## config.mk

```make
export PLATFORM = sky130hd
export DESIGN_NAME = key_filter_multi
export DESIGN_NICKNAME = d
export VERILOG_FILES = /design/src/rtl/key_filter_multi.sv
export SDC_FILE = /design/constraint.sdc
export NUM_CORES = 1
export LEC_CHECK = 0
export ABC_AREA = 1
export BUFFER_PORTS_ARGS = -buffer_cell sky130_fd_sc_hd__clkbuf_2
export CAP_MARGIN = 20
export CORE_ASPECT_RATIO = 1.5
export CORE_MARGIN = 2
export CORE_UTILIZATION = 45
export CTS_BUF_LIST = sky130_fd_sc_hd__clkbuf_8
export CTS_CLUSTER_DIAMETER = 30
export DETAILED_ROUTE_END_ITERATION = 7
export GPL_ROUTABILITY_DRIVEN = 0
export PLACE_DENSITY = 0.68
export RECOVER_POWER = 50
export SETUP_SLACK_MARGIN = 0.3
export SLEW_MARGIN = 5
export SYNTH_ARGS = -nofsm -noshare
export SYNTH_HDL_FRONTEND = slang
export SYNTH_SLANG_ARGS = --single-unit
```

## constraint.sdc

```tcl
create_clock -name Clk -period 2.3 [get_ports Clk]
set_input_delay 0.23 -clock Clk [delete_from_list [all_inputs] [get_ports Clk]]
set_output_delay 0.23 -clock Clk [all_outputs]
set_load 0.03 [all_outputs]
```

## src/rtl/key_filter_multi.sv

```systemverilog
// Multi-channel push-button debouncer: 2-flop synchroniser, per-key IDLE/FILTER0/DOWN/FILTER1 FSM,
// press/release/long-press pulses. Define KEY_AUTOREPEAT_EN to re-fire key_long while a key stays held.
module key_filter_multi #(
    parameter int NUM_KEYS      = 4,
    parameter int DEB_CYCLES    = 1_000_000,
    parameter int LONG_CYCLES   = 50_000_000,
    parameter int REPEAT_CYCLES = 10_000_000,
    parameter int CNT_W         = 26,
    parameter int ACTIVE_LOW    = 1
) (
    input  logic                Clk,
    input  logic                Rst_n,
    input  logic [NUM_KEYS-1:0] key_in,
    output logic [NUM_KEYS-1:0] key_press,
    output logic [NUM_KEYS-1:0] key_release,
    output logic [NUM_KEYS-1:0] key_long,
    output logic [NUM_KEYS-1:0] key_state,
    output logic                key_any
);

    typedef enum logic [1:0] {
        S_IDLE    = 2'd0,
        S_FILTER0 = 2'd1,
        S_DOWN    = 2'd2,
        S_FILTER1 = 2'd3
    } state_t;

    localparam logic             IDLE_LVL = (ACTIVE_LOW != 0);
    localparam logic [CNT_W-1:0] DEB_MAX  = CNT_W'(DEB_CYCLES - 1);
    localparam logic [CNT_W-1:0] LONG_MAX = CNT_W'(LONG_CYCLES - 1);
`ifdef KEY_AUTOREPEAT_EN
    localparam logic [CNT_W-1:0] REP_MAX  = CNT_W'(REPEAT_CYCLES - 1);
`endif

    // Elaboration guard: every compare value must fit in the counter.
    if ((64'(DEB_CYCLES) > (64'd1 << CNT_W)) || (64'(LONG_CYCLES) > (64'd1 << CNT_W)) ||
        (64'(REPEAT_CYCLES) > (64'd1 << CNT_W))) begin : g_cnt_w_too_narrow
        $error("key_filter_multi: CNT_W too narrow for the configured cycle counts");
    end

    logic [NUM_KEYS-1:0] sync1, sync2;

    always_ff @(posedge Clk or negedge Rst_n) begin
        if (!Rst_n) begin
            sync1 <= {NUM_KEYS{IDLE_LVL}};
            sync2 <= {NUM_KEYS{IDLE_LVL}};
        end else begin
            // NOTE: non-blocking assignments make sync2 take sync1's old value, giving two real flops.
            sync1 <= key_in;
            sync2 <= sync1;
        end
    end

    for (genvar i = 0; i < NUM_KEYS; i++) begin : g_ch
        state_t           state;
        logic [CNT_W-1:0] cnt;
        logic             long_done;
        logic             press_q, rel_q, long_q, level_q;
        logic             p;

        assign p = (sync2[i] != IDLE_LVL);

        always_ff @(posedge Clk or negedge Rst_n) begin
            if (!Rst_n) begin
                state     <= S_IDLE;
                cnt       <= '0;
                long_done <= 1'b0;
                press_q   <= 1'b0;
                rel_q     <= 1'b0;
                long_q    <= 1'b0;
                level_q   <= 1'b1;
            end else begin
                press_q <= 1'b0;
                rel_q   <= 1'b0;
                long_q  <= 1'b0;
                case (state)
                    S_IDLE: begin
                        if (p) begin
                            state <= S_FILTER0;
                            cnt   <= '0;
                        end
                    end
                    S_FILTER0: begin
                        if (!p) begin
                            state <= S_IDLE;
                            cnt   <= '0;
                        end else if (cnt == DEB_MAX) begin
                            state     <= S_DOWN;
                            press_q   <= 1'b1;
                            level_q   <= 1'b0;
                            cnt       <= '0;
                            long_done <= 1'b0;
                        end else begin
                            cnt <= cnt + 1'b1;
                        end
                    end
                    S_DOWN: begin
                        if (!p) begin
                            state <= S_FILTER1;
                            cnt   <= '0;
                        end else begin
`ifdef KEY_AUTOREPEAT_EN
                            if (!long_done && cnt == LONG_MAX) begin
                                long_q    <= 1'b1;
                                long_done <= 1'b1;
                                cnt       <= '0;
                            end else if (long_done && cnt == REP_MAX) begin
                                long_q <= 1'b1;
                                cnt    <= '0;
                            end else begin
                                cnt <= cnt + 1'b1;
                            end
`else
                            // Counter parks at LONG_MAX so a kept long_done can never re-fire.
                            if (cnt == LONG_MAX) begin
                                if (!long_done) begin
                                    long_q    <= 1'b1;
                                    long_done <= 1'b1;
                                end
                            end else begin
                                cnt <= cnt + 1'b1;
                            end
`endif
                        end
                    end
                    S_FILTER1: begin
                        if (p) begin
                            state <= S_DOWN;
                            cnt   <= '0;
                        end else if (cnt == DEB_MAX) begin
                            state   <= S_IDLE;
                            rel_q   <= 1'b1;
                            level_q <= 1'b1;
                            cnt     <= '0;
                        end else begin
                            cnt <= cnt + 1'b1;
                        end
                    end
                    default: begin
                        state     <= S_IDLE;
                        cnt       <= '0;
                        long_done <= 1'b0;
                        level_q   <= 1'b1;
                    end
                endcase
            end
        end

        assign key_press[i]   = press_q;
        assign key_release[i] = rel_q;
        assign key_long[i]    = long_q;
        assign key_state[i]   = level_q;
    end

    assign key_any = |(~key_state);

endmodule

```

==> metrics.txt <==
clock skew about 0.024 ns; Synthesis Warnings 0; post-synthesis mux area share 0; CP endpoint kind flip-flop; commonest non-fill, non-tap cells in the layout nand2_1, nor2_1, inv_1, dfrtp_1, nand4_1; Clk Tree Root Cell clkbuf_8; post-route ant nets 0; Clock Latency Late Sink between 0.4 and 0.5 ns; status complete, no violations; Placed Instance Area 0.009863 mm2; DR vias 9338; CP peak stage delay approximately 0.39 ns; Cell Count, Final, Fillers Out between 1500 and 2000; LEAKAGE 0.004699 uW; largest family of logic cells by synthesized area simple AND/OR/NAND/NOR gates; layout cells sized above 1 0.1485; DRT iter0 DRCs 656; die area approximately 0.022 mm2; Synth Area in Compound Gates 0.04292; synth-to-layout area growth 11.81%; PwrDens 683.3 mW/mm2; Placed Cells between 1500 and 2000; # DRC 0; Worst R2R Setup Slack 0.39 ns; TritonCTS clock tree built; total negative slack 0 ns; Design Area, Final about 0.011 mm2; fin crit period 1.910 ns; crit path cell chain ha_2, nand2_2, nor2_4, nand2_2, nor2_4, nand3_4, nand2_8, buf_6, o21ai_0, nand2_1, nor2_1; sequential area share after synthesis 0.3691; Tcrit/Tclk final 0.8303; clock slew at reported path FFs about 0.090 ns; HPWL after DPL 18.51 mm; CTS Buf Count 17; initial core utilization 0.4560; critical path class reg -> reg; Synth Area in Simple Gates 0.4693; drt first pass iters 7; CORE AREA about 0.021 mm2; antenna violations before repair 0; H-Tree Depth 4; Via density between 5 and 6; Final Hold Viols 0; Ant. Diodes 0; post-DR wirelength/cell roughly 15 um; clk buf depth 2; commonest non-fill, non-tap cell in the layout nand2_1; worst-path cell with the longest stage delay dfrtp_1; largest net degree at the start of global routing 55; Slew Limit Fails 0; total grt overflow 0; gr usage total 0.2380; Hold WC Path Type reg -> reg; final WL about 25 mm; Mapped Cells roughly 1400; worst slew pin tran 1.488 ns; chip height 182.2 um; #FFs+latches synth between 100 and 150; crit-path max FO 14; Synthesized Nets ~1400; crit path launch g_ch[0].cnt[1]$_DFFE_PN0P_; RSZ-0062 raised after global routing yes; # fillers approximately 2100; Cell variety after synth 40; Ports 23; CP arrival 2.28 ns; global-route wire length before repair about 43 mm; RR Startpoint g_ch[0].cnt[1]$_DFFE_PN0P_; Startpoint Class flip-flop; Mapped Area roughly 0.0095 mm2; IO Port Bufs 22; Max-Cap Viols 0; xor and xnor area share after synthesis 0.009189; Critical Path RT 2.67 ns; vias in the first global route ~9100; Synth Area in Adders 0.005251; nets approximately 1500; max_slew headroom 0.008308; die width between 100 and 150 um; clk sink count 140; hold_sp sync1[0]$_DFF_PN1_; Synth Area per Inst around 6.8 um2; Peak Freq ~0.52 GHz; # setup viols final 0; Core Rows between 60 and 70; worst vdd ir around 0.37 mV
[repair_timing]
| action | in CTS | in global routing |
|---|---|---|
| endpoints found under the setup margin | 7 | 87 |
| endpoints found under the hold margin | 52 | 0 |
| hold buffers | 5 | 0 |
| setup buffers | 2 | 17 |
| gates resized for setup | 1 | 29 |
| pin swaps | 1 | 4 |
| gates cloned | 0 | 1 |
[critical path, delay by kind of cell, from the launching register on]
kind,cells,cell delay (ns)
and+or+nand+nor,8,0.93
DFF,1,0.39
buffers and inverters,1,0.17
adders and majority gates,1,0.20
AOI/OAI and AO/OA,1,0.10
[layout make-up]
class                      count  area [um2]  area share
sequential                   140        3521      0.3304
multi-input combinational   1034        5134      0.4817
clock inverter                13       209.0     0.01961
inverter                     176       678.2     0.06363
tap                          268       335.3     0.03146
timing repair buffer          72       508.0     0.04766
timing repair inverter         1       11.26    0.001057
clock buffer                  19       261.5     0.02454
[per-stage QoR]
stage / total power [uW] / setup slack (ns) / hold slack [ns] / util
2_1_floorplan: 4193 / 0.6726 / -0.06559 / -
3_3_place_gp: 4691 / 0.3195 / 0.2364 / 0.4719
3_5_place_dp: 4722 / 0.2838 / 0.2350 / 0.4719
4_1_cts: 7159 / 0.3071 / 0.2859 / 0.4976
5_1_grt: 7684 / 0.2542 / 0.3578 / 0.5099
6_report: 7283 / 0.3904 / 0.3459 / 0.5099
[power breakdown]
group / total [uW] / internal [uW] / switching (uW)
logic: 2050 / 563 / 1490
registers: 2820 / 2610 / 205
clock network: 2420 / 1360 / 1060
[worst paths after layout]
kind / end / cells past startpoint
setup / recovery: g_ch[0].cnt[3]$_DFFE_PN0P_ / 11
min in group asynchronous: g_ch[3].cnt[2]$_DFFE_PN0P_ / 2
setup reg to reg: g_ch[0].cnt[3]$_DFFE_PN0P_ / 11
hold reg to reg: sync2[0]$_DFF_PN1_ / 0
max in group asynchronous: sync1[3]$_DFF_PN1_ / 3
hold / removal: sync2[0]$_DFF_PN1_ / 0
[cells by family after synthesis]
kind of cell	after synthesis
flops	140
fa+ha+maj	4
simple gates	944
xor+xnor	10
buf+inv	220
compound gates	76
[per-layer routing]
metal / vias up / global-route usage / share of wire
li1: 4613 / - / -
met1: 4349 / 0.2782 / 0.41
met2: 279 / 0.4069 / 0.50
met3: 97 / 0.03969 / 0.039
met4: 0 / 0.1329 / 0.049
met5: - / 0 / 0
[sequential cells by signal, summed over array words and instances, names as in the netlist, named ones only]
signal          flops
g_ch.cnt          104
g_ch.level_q        4
g_ch.long_done      4
g_ch.long_q         4
g_ch.press_q        4
g_ch.rel_q          4
g_ch.state          4
sync1               4
sync2               4
[cells in the mapped netlist]
cell type | n | area, um2
buf_6 | 10 | 112.6
a31oi_1 | 1 | 6.260
clkbuf_1 | 4 | 15.01
nor2_4 | 8 | 90.09
ha_1 | 4 | 50.05
dfstp_2 | 12 | 315.3
nand3_4 | 3 | 52.55
clkinv_4 | 1 | 8.760
clkinv_1 | 4 | 15.01
xnor2_1 | 4 | 35.03
and3_1 | 2 | 12.51
nor2_2 | 24 | 150.1
o21ai_1 | 22 | 110.1
nand4_4 | 1 | 21.27
o21bai_1 | 7 | 52.55
nor3b_1 | 2 | 15.01
xor2_1 | 6 | 52.55
nor3_1 | 20 | 100.1
o31ai_1 | 2 | 15.01
nand3b_1 | 7 | 52.55
o21ai_0 | 33 | 165.2
buf_2 | 10 | 50.05
o211ai_1 | 1 | 7.510
inv_1 | 158 | 593.1
a21oi_1 | 9 | 45.04
dfrtp_1 | 128 | 3203
nand4_1 | 121 | 757.0
a21o_1 | 1 | 7.510
or2_2 | 6 | 37.54
buf_4 | 20 | 150.1
nand2_1 | 389 | 1460
nor2_1 | 204 | 765.7
nand3_2 | 7 | 70.07
nor2_8 | 3 | 60.06
nand3_1 | 115 | 575.6
nand2_2 | 19 | 118.9
inv_2 | 13 | 48.80
nor3_2 | 6 | 60.06
and2_1 | 1 | 6.260
nand2_4 | 6 | 67.56
No activity file was read; power rests on OpenSTA's default activity.
